**src/rtl/csr_ext_arbiter.sv**
```systemverilog
// csr_ext_arbiter
//   Round-robin arbiter that merges external CSR write requesters onto the
//   table's single external write port. One pending write is held at a time.
//   A core CSR access to the same table index always wins, and the held write
//   stalls until that access moves away.
//
// Ports
//   clk, reset        rising-edge clock, synchronous active-high reset
//   req_valid/ready   per-requester handshake; transfer on valid && ready
//   req_idx/req_data  per-requester target index and write data
//   core_csr_*        core CSR access this cycle (enable, in-range hit, index)
//   ext_write_enable  write strobe to the table external port
//   ext_idx/ext_data  index and data of the held write
//   ext_grant_id      requester that owns the held write
//   ext_stall         held write blocked by a core conflict this cycle
//   idx_err           one-cycle pulse: an accepted request had an out-of-range
//                     index and was dropped
module csr_ext_arbiter #(
    parameter int  NumReq    = 4,
    parameter int  TableSize = 8,
    parameter type CsrDataT  = logic [31:0],
    localparam int IdxBits   = $clog2(TableSize),
    localparam int GntBits   = $clog2(NumReq)
) (
    input  logic                              clk,
    input  logic                              reset,
    input  logic [NumReq-1:0]                 req_valid,
    output logic [NumReq-1:0]                 req_ready,
    input  logic [NumReq-1:0][IdxBits-1:0]    req_idx,
    input  CsrDataT                           req_data [NumReq],
    input  logic                              core_csr_enable,
    input  logic                              core_csr_hit,
    input  logic [IdxBits-1:0]                core_csr_idx,
    output logic                              ext_write_enable,
    output logic [IdxBits-1:0]                ext_idx,
    output CsrDataT                           ext_data,
    output logic [GntBits-1:0]                ext_grant_id,
    output logic                              ext_stall,
    output logic                              idx_err
);

    logic               hold_valid;
    logic [IdxBits-1:0] hold_idx;
    CsrDataT            hold_data;
    logic [GntBits-1:0] hold_id;
    logic [GntBits-1:0] rr_ptr;

    logic               conflict;
    logic               issue;
    logic               slot_open;
    logic               accept;
    logic               win_found;
    logic [GntBits-1:0] win_id;
    logic [GntBits-1:0] next_ptr;
    logic               bad_idx;

    assign conflict  = hold_valid && core_csr_enable && core_csr_hit
                       && (core_csr_idx == hold_idx);
    assign issue     = hold_valid && !conflict;
    // The slot opens when the holding register is empty or drains this cycle,
    // so accepts can run back-to-back at one write per cycle.
    assign slot_open = (!hold_valid || issue) && !reset;
    assign accept    = slot_open && win_found;

    // Rotating search starting at rr_ptr, wrapping NumReq-1 -> 0.
    always_comb begin
        int cand;
        win_found = 1'b0;
        win_id    = '0;
        cand      = 0;
        for (int i = 0; i < NumReq; i++) begin
            cand = int'(rr_ptr) + i;
            if (cand >= NumReq) cand = cand - NumReq;
            if (!win_found && req_valid[cand]) begin
                win_found = 1'b1;
                win_id    = GntBits'(cand);
            end
        end
    end

    assign next_ptr = (win_id == GntBits'(NumReq - 1)) ? '0 : win_id + GntBits'(1);
    assign bad_idx  = int'(req_idx[win_id]) >= TableSize;

    always_comb begin
        req_ready = '0;
        if (accept) req_ready[win_id] = 1'b1;
    end

    assign ext_write_enable = issue && !reset;
    assign ext_idx          = hold_idx;
    assign ext_data         = hold_data;
    assign ext_grant_id     = hold_id;
    assign ext_stall        = hold_valid && conflict;

    always_ff @(posedge clk) begin
        if (reset) begin
            hold_valid <= 1'b0;
            hold_idx   <= '0;
            hold_data  <= '0;
            hold_id    <= '0;
            rr_ptr     <= '0;
            idx_err    <= 1'b0;
        end else begin
            idx_err <= 1'b0;
            if (accept) begin
                rr_ptr <= next_ptr;
                if (bad_idx) begin
                    // Dropped: the slot was empty or draining, so it ends empty.
                    hold_valid <= 1'b0;
                    idx_err    <= 1'b1;
                end else begin
                    hold_valid <= 1'b1;
                    hold_idx   <= req_idx[win_id];
                    hold_data  <= req_data[win_id];
                    hold_id    <= win_id;
                end
            end else if (issue) begin
                hold_valid <= 1'b0;
            end
        end
    end

endmodule

```
**config.mk**
```make
export PLATFORM = sky130hd
export DESIGN_NAME = csr_ext_arbiter
export DESIGN_NICKNAME = d
export VERILOG_FILES = /design/src/rtl/csr_ext_arbiter.sv
export SDC_FILE = /design/constraint.sdc
export NUM_CORES = 1
export LEC_CHECK = 0
export ABC_AREA = 1
export CAP_MARGIN = 20
export CORE_ASPECT_RATIO = 0.7
export CORE_MARGIN = 5
export CORE_UTILIZATION = 37
export DETAILED_ROUTE_END_ITERATION = 8
export PLACE_DENSITY_LB_ADDON = 0.12
export REMOVE_ABC_BUFFERS = 1
export SLEW_MARGIN = 20
export SYNTH_ARGS = -nofsm -noshare
export SYNTH_HDL_FRONTEND = slang
export SYNTH_SLANG_ARGS = --single-unit
```
**constraint.sdc**
```tcl
create_clock -name clk -period 2.04 [get_ports clk]
set_input_delay 0.408 -clock clk [delete_from_list [all_inputs] [get_ports clk]]
set_output_delay 0.408 -clock clk [all_outputs]
set_load 0.01 [all_outputs]
```
After elaboration in Yosys (flattened, before gate mapping)
Index checks and enable logic that the tools add are counted.
{"block": "word_totals", "ff_bits": 40, "inputBits": 151, "elab_cells": 82}
{"block": "classes", "add_sub_neg": 8, "order_cmp": 11, "eq_ne": 2, "n_mux": 35, "bitwise": 1, "reduce_logical": 20}
{"operator": "$mux W32", "count": 6}
{"operator": "$lt A32 B4 Y1 const B", "count": 4}
{"operator": "$bmux W32 S2", "count": 1}
{"operator": "$mux W1", "count": 15}
{"operator": "$ge A3 B3 Y1 const B", "count": 4}
{"operator": "$logic_and A1 B1 Y1", "count": 12}
{"operator": "$sub A3 B3 Y4 const B", "count": 3}
{"operator": "$mux W2", "count": 5}
{"operator": "$bmux W1 S2", "count": 4}
{"operator": "$add A2 B2 Y3 const B", "count": 2}
{"operator": "$bmux W3 S2", "count": 1}
{"operator": "$logic_not A1 Y1", "count": 6}
{"operator": "$mux W4", "count": 1}
{"operator": "$sub A2 B3 Y4 const B", "count": 1}
{"operator": "$add A2 B1 Y3 const B", "count": 1}
{"operator": "$eq A3 B3 Y1", "count": 1}
{"operator": "$ge A2 B3 Y1 const B", "count": 1}
{"operator": "$lt A2 B3 Y1 const B", "count": 1}
{"operator": "$mux W3", "count": 1}
{"operator": "$not A2 Y3", "count": 1}
{"operator": "$add A2 B1 Y2 const B", "count": 1}
{"operator": "$demux W1 S2", "count": 1}
{"operator": "$eq A2 B2 Y1 const B", "count": 1}
{"operator": "$ge A2 B1 Y1 const B", "count": 1}
{"operator": "2 further kinds", "count": 2}

Logic depth before layout (Yosys ltp)
Gate-level depths: netlist of the first run.
{"block": "logic_depth", "ltp_word": 20, "depth_mapped": 17, "ltp_nobuf": 14}

Worst setup path after synthesis of the first run
Ideal clock, no wire load.
{"block": "synth_path", "kind": "reg-to-output", "startpoint": "reg rr_ptr[0]", "endpoint": "out req_ready[3]", "arrival_ns": 1.695, "setup_slack_ns": -0.063, "stages_incl_launch_ff": 13, "n_path_buf": 3, "path_cell_list": "dfxtp_1 > buf_4 > inv_4 > nand2_1 > nand3_1 > nand2_1 > nor2_4 > nand3_1 > nand3_1 > buf_4 > buf_2 > nand2_1 > nor2_1"}
{"block": "synth_between", "elab_chain_len": 20, "word_cells_on_any_way": 48, "cone_classes": "7 x add/sub; 6 x order compare; 27 x mux; 8 x reduce/logical"}
{"element": "from (decl)", "line_no": "46", "text": "logic [GntBits-1:0] rr_ptr;"}
{"element": "from (signal assigned)", "line_no": "106", "text": "rr_ptr <= next_ptr;"}
{"element": "parallel branches: the longest is 19 deep, another holds $sub A3 B3 Y4"}
{"element": "$mux W4 (*)", "line_no": "86", "text": "if (accept) req_ready[win_id] = 1'b1;"}
{"element": "to (decl)", "line_no": "28", "text": "output logic [NumReq-1:0] req_ready,"}
Every way passes the cells marked *. The select of a mux whose other input is x is not followed.

Worst setup path in the final report of the first run
{"block": "layout_path", "startpoint": "reg rr_ptr[0]", "endpoint": "out req_ready[1]"}
The elaborated chain is that of the path after synthesis.

==> flow_summary.json, run 1 <==
{
  "status": "complete, but fails checks",
  "violations": "negative setup slack",
  "syn-instance-count": 710,
  "path_clk_slew_ps": 60,
  "muxShareOfSynthArea": 0,
  "die_h_um": 94.3,
  "hold_buffers": 0,
  "grt_pass1_vias": 4640,
  "drive_gt1_frac": 0.134,
  "ios": 195,
  "ys_seq_area_frac": 0.213,
  "antenna_cells": 0,
  "clock_latency_ps": 270,
  "grt_remaining_overflow": 0,
  "period_needed_ps": 2270,
  "initial_core_util": 0.383,
  "antenna_found_initial": 0,
  "grt_start_max_net_pins": 71,
  "cts.path.max_buffers": 2,
  "via_per_inst": 4.91,
  "timing.fmax_mhz": 440,
  "whs_path_depth": 2,
  "min_period_over_period": 1.11,
  "ant_nets": 0,
  "wire_per_inst_um": 14.7,
  "drtIter0Drc": 285,
  "die-area_um2": 12300,
  "port_buffers": 193,
  "crit_fanout": 9,
  "maxSlewViolCount": 0,
  "yosys.cell_types.count": 24,
  "grt_pass1_wl_mm": 21.1,
  "top_usage_layer": "met2",
  "p_leak_uw": 0.00364,
  "cts_buffers": 5,
  "cts_max_level": 2,
  "place.gp.congestion": 0.969,
  "clock-sinks": 40,
  "power.density_nw_per_um2": 1670,
  "yosysWarnings": 0,
  "rr_worst_depth": 17,
  "rows": 30,
  "use_met2": 0.359,
  "cp-start-kind": "flip-flop",
  "hold_path_class": "reg -> reg",
  "rsz0062_at_grt": "yes",
  "grt.met1_usage": 0.262,
  "core_um2": 9800,
  "cp-end-kind": "primary output",
  "worstSetupPathType": "reg -> out",
  "vias": 5113,
  "cp.arrival_ps": 1870,
  "synth_xor_xnor_area_share": 0.00233,
  "synth_area_um2": 3750,
  "die_x_um": 130,
  "wl_mm": 15.3,
  "required_ps": 1630,
  "yosys.area_share.simple": 0.516,
  "synthAdderAreaFrac": 0,
  "setup_viol": 34,
  "ir_drop_uv": 1040,
  "detail_route.first_pass.iterations": 4,
  "hpwl_mm": 9.94,
  "drv_cap": 0,
  "nNetsFinal": 1066,
  "power_uw": 11000,
  "synth_seq_cells": 40,
  "grt_util_all_layers": 0.208,
  "syn_area_per_cell_um2": 5.28,
  "drc": 0,
  "grt_util_met3": 0.0517,
  "fin_skew_ps": 5.18,
  "synth_top_family_by_area": "simple AND/OR/NAND/NOR gates",
  "tns_ps": -1770,
  "syn_to_final_growth_pct": 76.0,
  "cts_tree": "done",
  "worst_slack_ps": -234,
  "hold_viol_final": 0,
  "synth_compound_area_frac": 0.0100,
  "clockRootBuffer": "clkbuf_16"
}
==> final timing paths <==
check,startpoint,endpoint,slack (ps)
max,rr_ptr[0],req_ready[1],-230
min,ext_grant_id[1],ext_grant_id[1],480
max reg2reg,rr_ptr[0],ext_data[18],-60
min reg2reg,ext_grant_id[1],ext_grant_id[1],480
==> synthesized netlist by cell type <==
master	number	share of area
nand2_1	214	0.21
inv_1	188	0.19
nand3_1	116	0.15
nand4_1	71	0.12
dfxtp_1	40	0.21
clkbuf_1	24	0.024
buf_4	11	0.022
buf_2	9	0.012
nor2_1	9	0.0090
buf_1	6	0.0060
o21ai_0	4	0.0053
inv_2	3	0.0030
a21oi_1	2	0.0027
nand2_2	2	0.0033
nand3_2	2	0.0053
a211oi_1	1	0.0020
clkinv_1	1	0.0010
conb_1	1	0.0010
inv_4	1	0.0017
nand3_4	1	0.0047
nor2_4	1	0.0030
nor3_1	1	0.0013
or2_2	1	0.0017
xor2_1	1	0.0023
==> sequential cells by signal, indices dropped and copies added (netlist names) <==
signal,count
ext_data,32
rr_ptr,2
ext_idx,3
ext_grant_id,2
hold_valid,1
==> layout by cell type, fill, tap and decap left out, types with 3 or more instances in the layout <==
cell / netlist / final
nand2_1: 214 / 191
inv_1: 188 / 185
clkdlybuf4s50_1: 0 / 179
nand3_1: 116 / 107
nand4_1: 71 / 71
dfxtp_1: 40 / 37
buf_4: 11 / 31
nand2_2: 2 / 19
clkbuf_16: 0 / 13
nand3_2: 2 / 9
buf_6: 0 / 8
nand2_4: 0 / 6
dlygate4sd2_1: 0 / 6
buf_12: 0 / 5
inv_2: 3 / 4
nor2_2: 0 / 4
buf_2: 9 / 4
nand3_4: 1 / 3
nor2_4: 1 / 3
nor2_1: 9 / 3
o21ai_0: 4 / 3
buf_8: 0 / 3
==> cells by family (layout without fill, tap and decap cells) <==
kind of cell	Yosys count	count (layout)
xor gates and xnor gates	1	1
other	1	1
AOI/OAI and AO/OA	7	7
DFF	40	40
buffers and inverters	243	446
and+or+nand+nor	418	418
==> where the power goes <==
| part | leakage, µW | internal [µW] | switching (µW) | total, µW |
|---|---|---|---|---|
| sequential | 0.000338 | 1220 | 253 | 1470 |
| clock | 0.0000616 | 431 | 264 | 696 |
| combinational | 0.00324 | 4090 | 4780 | 8880 |
| total | 0.00364 | 5740 | 5300 | 11000 |
==> layer usage <==
metal,up-vias,part of all wire
li1,2581,-
met1,2271,0.43
met2,242,0.46
met3,19,0.099
met4,0,0.013
met5,-,0
==> critical path, cell delays in order, from the launching register on <==
cell	delay [ps]
dfxtp_2	320
buf_6	120
inv_8	90
nand2_4	60
nand2_4	90
nand2_2	60
nand2_2	100
nand3_1	100
nand2_1	120
nand3_2	100
buf_6	140
inv_2	80
nand2_2	60
inv_1	40
buf_2	120
==> timing repair <==
item / CTS / global route
gates cloned: 0 / 12
pin swaps: 25 / 11
gates resized for setup: 74 / 50
setup endpoints to repair: 41 / 40
setup buffers: 10 / 1
==> cell type report <==
class                   instances  area, µm²
fillers                       838       3190
well taps                     128        160
multi-input cells             427       2180
clock buffers                   5        125
flip-flops and latches         40        807
inverters                     193        737
repair buffers                248       2590
==> stage by stage <==
stage	utilization	instance area, µm²	setup WS [ps]	hold slack (ps)	std cells
detailed placement	0.597	5850	-852	463	1013
global route	0.674	6600	-358	511	1041
floorplan	-	3510	-1560	477	660
finish	0.674	6600	-234	482	1041
global placement	0.597	5850	-751	464	1013
CTS	0.629	6160	-192	471	1028
(Power assumes the default switching activity.)
==> run 2: changes to the inputs <==
--- a/config.mk
+++ b/config.mk
@@ -6,12 +6,14 @@
 export NUM_CORES = 1
 export LEC_CHECK = 0
 export ABC_AREA = 1
-export CAP_MARGIN = 20
+export CELL_PAD_IN_SITES_DETAIL_PLACEMENT = 1
+export CELL_PAD_IN_SITES_GLOBAL_PLACEMENT = 2
 export CORE_ASPECT_RATIO = 0.7
 export CORE_MARGIN = 5
-export CORE_UTILIZATION = 37
+export CORE_UTILIZATION = 16
 export DETAILED_ROUTE_END_ITERATION = 8
 export PLACE_DENSITY_LB_ADDON = 0.12
+export RECOVER_POWER = 100
 export REMOVE_ABC_BUFFERS = 1
 export SLEW_MARGIN = 20
 export SYNTH_ARGS = -nofsm -noshare
==> run 2 against run 1 <==
- the run still ends with negative setup slack left
- final area rose by 0.89%
- worst setup slack worse by 55 ps
- core utilization is 38 points lower
- largest cell class unchanged
- highest routed layer is now met5
==> flow_summary.json, run 2 (synthesis gave the netlist of run 1 again) <==
{
  "status": "complete, but fails checks",
  "violations": "negative setup slack",
  "period_needed_ps": 2330,
  "drv_cap": 0,
  "combinationalPowerShare": 0.765,
  "min_period_over_period": 1.14,
  "pwr-share-seq": 0.144,
  "antenna_cells": 0,
  "syn_to_final_growth_pct": 77.5,
  "rows": 46,
  "ant_nets": 0,
  "tns_ps": -4510,
  "wl_mm": 18.7,
  "clockRootBuffer": "clkbuf_16",
  "die_x_um": 193,
  "p_leak_uw": 0.00356,
  "tightestPinTransition_ps": 511,
  "cp-start-kind": "flip-flop",
  "vias": 4942,
  "cts.path.max_buffers": 2,
  "hold_buffers": 0,
  "final_common_cell": "nand2_1",
  "hold_viol_final": 0,
  "power_uw": 10100,
  "power_switching_uw": 5210,
  "netSwitchingFraction": 0.515,
  "grt_pass1_vias": 5509,
  "antenna_found_initial": 1,
  "cp-end-kind": "primary output",
  "crit_fanout": 9,
  "cts_buffers": 5,
  "cts_max_level": 2,
  "setup_viol": 39,
  "hold_path_class": "reg -> reg",
  "crit_buf_inv": 5,
  "cp.arrival_ps": 1920,
  "clock-sinks": 40,
  "path_cells": "buf_12 > inv_8 > nand2_2 > nand3_4 > nand2_4 > nor2_4 > nand3_2 > nand3_4 > clkinv_4 > nand2_2 > inv_2 > buf_6",
  "drc": 0,
  "hpwl_mm": 13.6,
  "largest_register_ffs": 32,
  "internal-power_uw": 4900,
  "slowest_stage": "dfxtp_4",
  "whs_ps": 466,
  "die_h_um": 138,
  "ios": 195,
  "power.density_nw_per_um2": 1520,
  "place.gp.congestion": 0.782,
  "final_cell_mix": "nand2_1, inv_1, clkdlybuf4s50_1",
  "clock_latency_ps": 290,
  "timing.fmax_mhz": 429,
  "grt_remaining_overflow": 0,
  "fin_skew_ps": 5.94,
  "initial_core_util": 0.164,
  "required_ps": 1630,
  "worst_slack_ps": -289,
  "worstSetupPathType": "reg -> out",
  "grt_start_max_net_pins": 42,
  "p_clk_frac": 0.091,
  "nNetsFinal": 1054,
  "ir_drop_uv": 720,
  "slowest_delay_ps": 370,
  "grt_pass1_wl_mm": 29.7,
  "detail_route.first_pass.iterations": 4,
  "die-area_um2": 26700,
  "drtIter0Drc": 120,
  "grt_util_all_layers": 0.137,
  "wire_per_inst_um": 15.4,
  "rsz0062_at_grt": "yes",
  "path_clk_slew_ps": 60,
  "cts_tree": "done",
  "path_delay_family": "simple AND/OR/NAND/NOR gates",
  "pre_cts_slack_ps": -878,
  "drive_gt1_frac": 0.124,
  "maxSlewViolCount": 0,
  "core_um2": 22800,
  "port_buffers": 193,
  "via_per_inst": 4.06,
  "maxSlewHeadroom": 0.659
}
==> run 2: timing repair <==
action / CTS / global route
pin swaps: 25 / 17
buffers inserted: 8 / 1
cloned: 1 / 0
resized for setup: 91 / 30
endpoints found under the setup margin: 42 / 45
==> run 2: through the flow <==
| step | instance area, µm² | cells | util |
|---|---|---|---|
| 2_1_floorplan | 3510 | 660 | - |
| 3_3_place_gp | 6130 | 1199 | 0.268 |
| 3_5_place_dp | 6130 | 1199 | 0.268 |
| 4_1_cts | 6530 | 1215 | 0.286 |
| 5_1_grt | 6660 | 1216 | 0.292 |
| 6_report | 6660 | 1216 | 0.292 |
==> run 2: final timing paths <==
path / to / slack (ps) / cells past startpoint / start
hold reg to reg: ext_grant_id[1] / 470 / 2 / ext_grant_id[1]
setup reg to reg: ext_idx[0] / -130 / 12 / rr_ptr[0]
hold / removal: ext_grant_id[1] / 470 / 2 / ext_grant_id[1]
setup / recovery: req_ready[1] / -290 / 12 / rr_ptr[0]
==> run 2: power groups by stage <==
| stage | clock [µW] | combinational (µW) | sequential, µW |
|---|---|---|---|
| 3_5_place_dp | 0 | 7210 | 1470 |
| 2_1_floorplan | 0 | 3700 | 1620 |
| 3_3_place_gp | 0 | 7070 | 1450 |
| 5_1_grt | 1000 | 8640 | 1520 |
| 4_1_cts | 977 | 7680 | 1480 |
| 6_report | 922 | 7740 | 1450 |
==> run 2: cell type report <==
cell class                      instances  area (µm²)
Clock buffer                            6         129
Clock inverter                          2        35.0
Fill cell                            2914       16200
Inverter                              193         742
Multi-Input combinational cell        427        2190
Sequential cell                        40         807
Tap cell                              312         390
Timing Repair Buffer                  236        2370
==> run 2: per-layer routing <==
layer,GRT usage,part of all wire
met1,0.179,0.46
met2,0.230,0.45
met3,0.0393,0.075
met4,0.0182,0.0085
met5,0,0.00069
==> run 2: worst min-delay path: cells and delay by family (launching register included) <==
family | cells | cell delay [ps]
AOI/OAI and AO/OA | 1 | 60
DFF | 1 | 310
and+or+nand+nor | 1 | 60
==> run 3: changes to the inputs <==
--- a/config.mk
+++ b/config.mk
@@ -10,7 +10,7 @@
 export CELL_PAD_IN_SITES_GLOBAL_PLACEMENT = 2
 export CORE_ASPECT_RATIO = 0.7
 export CORE_MARGIN = 5
-export CORE_UTILIZATION = 16
+export CORE_UTILIZATION = 18
 export DETAILED_ROUTE_END_ITERATION = 8
 export PLACE_DENSITY_LB_ADDON = 0.12
 export RECOVER_POWER = 100
==> constraint.sdc (replaced) <==
create_clock -name clk -period 2.6 [get_ports clk]
set_input_delay 0.52 -clock clk [delete_from_list [all_inputs] [get_ports clk]]
set_output_delay 0.52 -clock clk [all_outputs]
set_load 0.01 [all_outputs]
==> run 3 against run 2 <==
- the flow now finishes without violations
- combinational power fell by 26%
- worst setup slack gained 370 ps
- clock-buffer cell count is the same
- wire length down 7.2%
- critical path type unchanged
- final area fell by 4.1%
- critical path depth grew 1
- largest cell class unchanged
- sequential cell count unchanged
- clock power down 24%
- power shrank 25%
- largest power group unchanged
- core utilization is 1.8 points higher
- die area decreased by 10%
==> flow_summary.json, run 3 (synthesis gave the netlist of run 1 again) <==
{
  "status": "complete, no violations",
  "dpl_cell_area_um2": 6010,
  "clockRootBuffer": "clkbuf_16",
  "worstSetupPathType": "reg -> out",
  "drtIter0Drc": 149,
  "grt_remaining_overflow": 0,
  "cts_max_level": 2,
  "stdcell_count": 1172,
  "clock-sinks": 40,
  "nNetsFinal": 1046,
  "path_clk_slew_ps": 60,
  "hpwl_mm": 13.0,
  "initial_core_util": 0.182,
  "period_needed_ps": 2520,
  "slowest_stage": "dfxtp_4",
  "tightestPinTransition_ps": 804,
  "required_ps": 2080,
  "grt_pass1_vias": 5168,
  "worst_slack_ps": 78.5,
  "cp-end-kind": "primary output",
  "grt_start_max_net_pins": 71,
  "rsz0062_at_grt": "yes",
  "reg2reg_setup_slack_ps": 220,
  "detail_route.first_pass.iterations": 4,
  "tns_ps": 0,
  "setup_viol": 0,
  "die_h_um": 131,
  "maxSlewViolCount": 0,
  "final_cell_mix": "nand2_1, inv_1, clkdlybuf4s50_1",
  "die-area_um2": 23900,
  "vias": 4938,
  "clock_latency_ps": 280,
  "ant_nets": 0,
  "min_period_over_period": 0.970,
  "cts_buffers": 5,
  "maxSlewHeadroom": 0.464,
  "crit_fanout": 9,
  "largest_register_ffs": 32,
  "die_x_um": 183,
  "cts_tree": "done",
  "wl_mm": 17.4,
  "placed_cells": 1157,
  "hold_path_class": "reg -> reg",
  "drv_cap": 0,
  "pre_cts_slack_ps": -558,
  "drive_gt1_frac": 0.103,
  "port_buffers": 193,
  "hold_viol_final": 0,
  "antenna_found_initial": 0,
  "fin_area_um2": 6390,
  "cp-start-kind": "flip-flop",
  "drc": 0,
  "power.density_nw_per_um2": 1190,
  "ios": 195,
  "crit_buf_inv": 4,
  "grt_pass1_wl_mm": 27.6,
  "ir_drop_uv": 919,
  "hold_buffers": 0,
  "antenna_cells": 0,
  "grt_util_all_layers": 0.143,
  "final_common_cell": "nand2_1",
  "cts.path.max_buffers": 2,
  "via_per_inst": 4.21,
  "p_leak_uw": 0.00344,
  "place.gp.congestion": 0.856,
  "slowest_delay_ps": 360,
  "timing.fmax_mhz": 397,
  "whs_ps": 501,
  "path_delay_family": "simple AND/OR/NAND/NOR gates",
  "fin_skew_ps": 4.95,
  "cp.arrival_ps": 2000,
  "rows": 44,
  "core_um2": 20600,
  "cp_common_cell": "nand2_2",
  "syn_to_final_growth_pct": 70.3,
  "wire_per_inst_um": 14.8,
  "path_cells": "buf_6 > inv_6 > nand2_1 > nand2_2 > nand2_2 > nand2_2 > o21ai_1 > nand2_1 > nand3_4 > buf_4 > nand2_4 > nor2_4 > buf_6"
}
[run 3: changes by cell type in the layout (fill, tap and decap cells not counted), moves of 3 or more]
cell / previous run / this run
dlygate4sd3_1: 37 / 12
nand2_1: 192 / 197
nand2_2: 17 / 14
buf_12: 4 / 0
buf_2: 5 / 2
nand3_1: 107 / 110
clkdlybuf4s50_1: 143 / 170
buf_16: 3 / 0
[run 3: stage by stage]
| step | util | power, µW |
|---|---|---|
| 2_1_floorplan | - | 4180 |
| 3_3_place_gp | 0.291 | 6570 |
| 3_5_place_dp | 0.291 | 6660 |
| 4_1_cts | 0.306 | 7630 |
| 5_1_grt | 0.310 | 8380 |
| 6_report | 0.310 | 7600 |
[run 3: final cells by class]
cell class,count,area (µm²)
Sequential cell,40,805
Timing Repair Buffer,228,2200
Multi-Input combinational cell,427,2140
Clock buffer,6,129
Clock inverter,2,35.0
Fill cell,2634,14300
Inverter,193,732
Tap cell,276,345
[run 3: routing by layer]
layer	part of all wire	up-vias	wire (µm)	track usage
li1	-	2537	-	-
met1	0.50	2237	8650	0.195
met2	0.42	152	7290	0.231
met3	0.071	12	1230	0.0393
met4	0.012	0	203	0.0234
met5	0	-	0	0
[run 3: repair_timing]
action / in CTS / in global routing
setup buffers: 4 / 3
setup endpoints to repair: 6 / 10
gates resized for setup: 60 / 18
pin swaps: 14 / 13
[run 3: report_power, final]
group | internal [µW] | total [µW] | switching (µW)
clock | 452 | 702 | 250
sequential | 951 | 1150 | 201
combinational | 2240 | 5750 | 3510
total | 3650 | 7600 | 3960
[run 3: path summary, 6_finish.rpt]
path / from / endpoint / depth (start not counted)
max: rr_ptr[0] / req_ready[3] / 13
min: ext_grant_id[1] / ext_grant_id[1] / 2
max reg2reg: rr_ptr[0] / ext_data[4] / 14
min reg2reg: ext_grant_id[1] / ext_grant_id[1] / 2
[run 3: worst register-to-register path, cell delays in order (launching register included)]
cell and delay (ps):
dfxtp_4 350, buf_6 120, inv_6 80, nand2_1 70, nand2_2 140, nand2_2 80
nand2_2 110, nand2_4 70, nand3_4 70, buf_4 580, nand4_1 270, nand3_1 130
nand3_1 100, nand2_1 80, inv_1 30
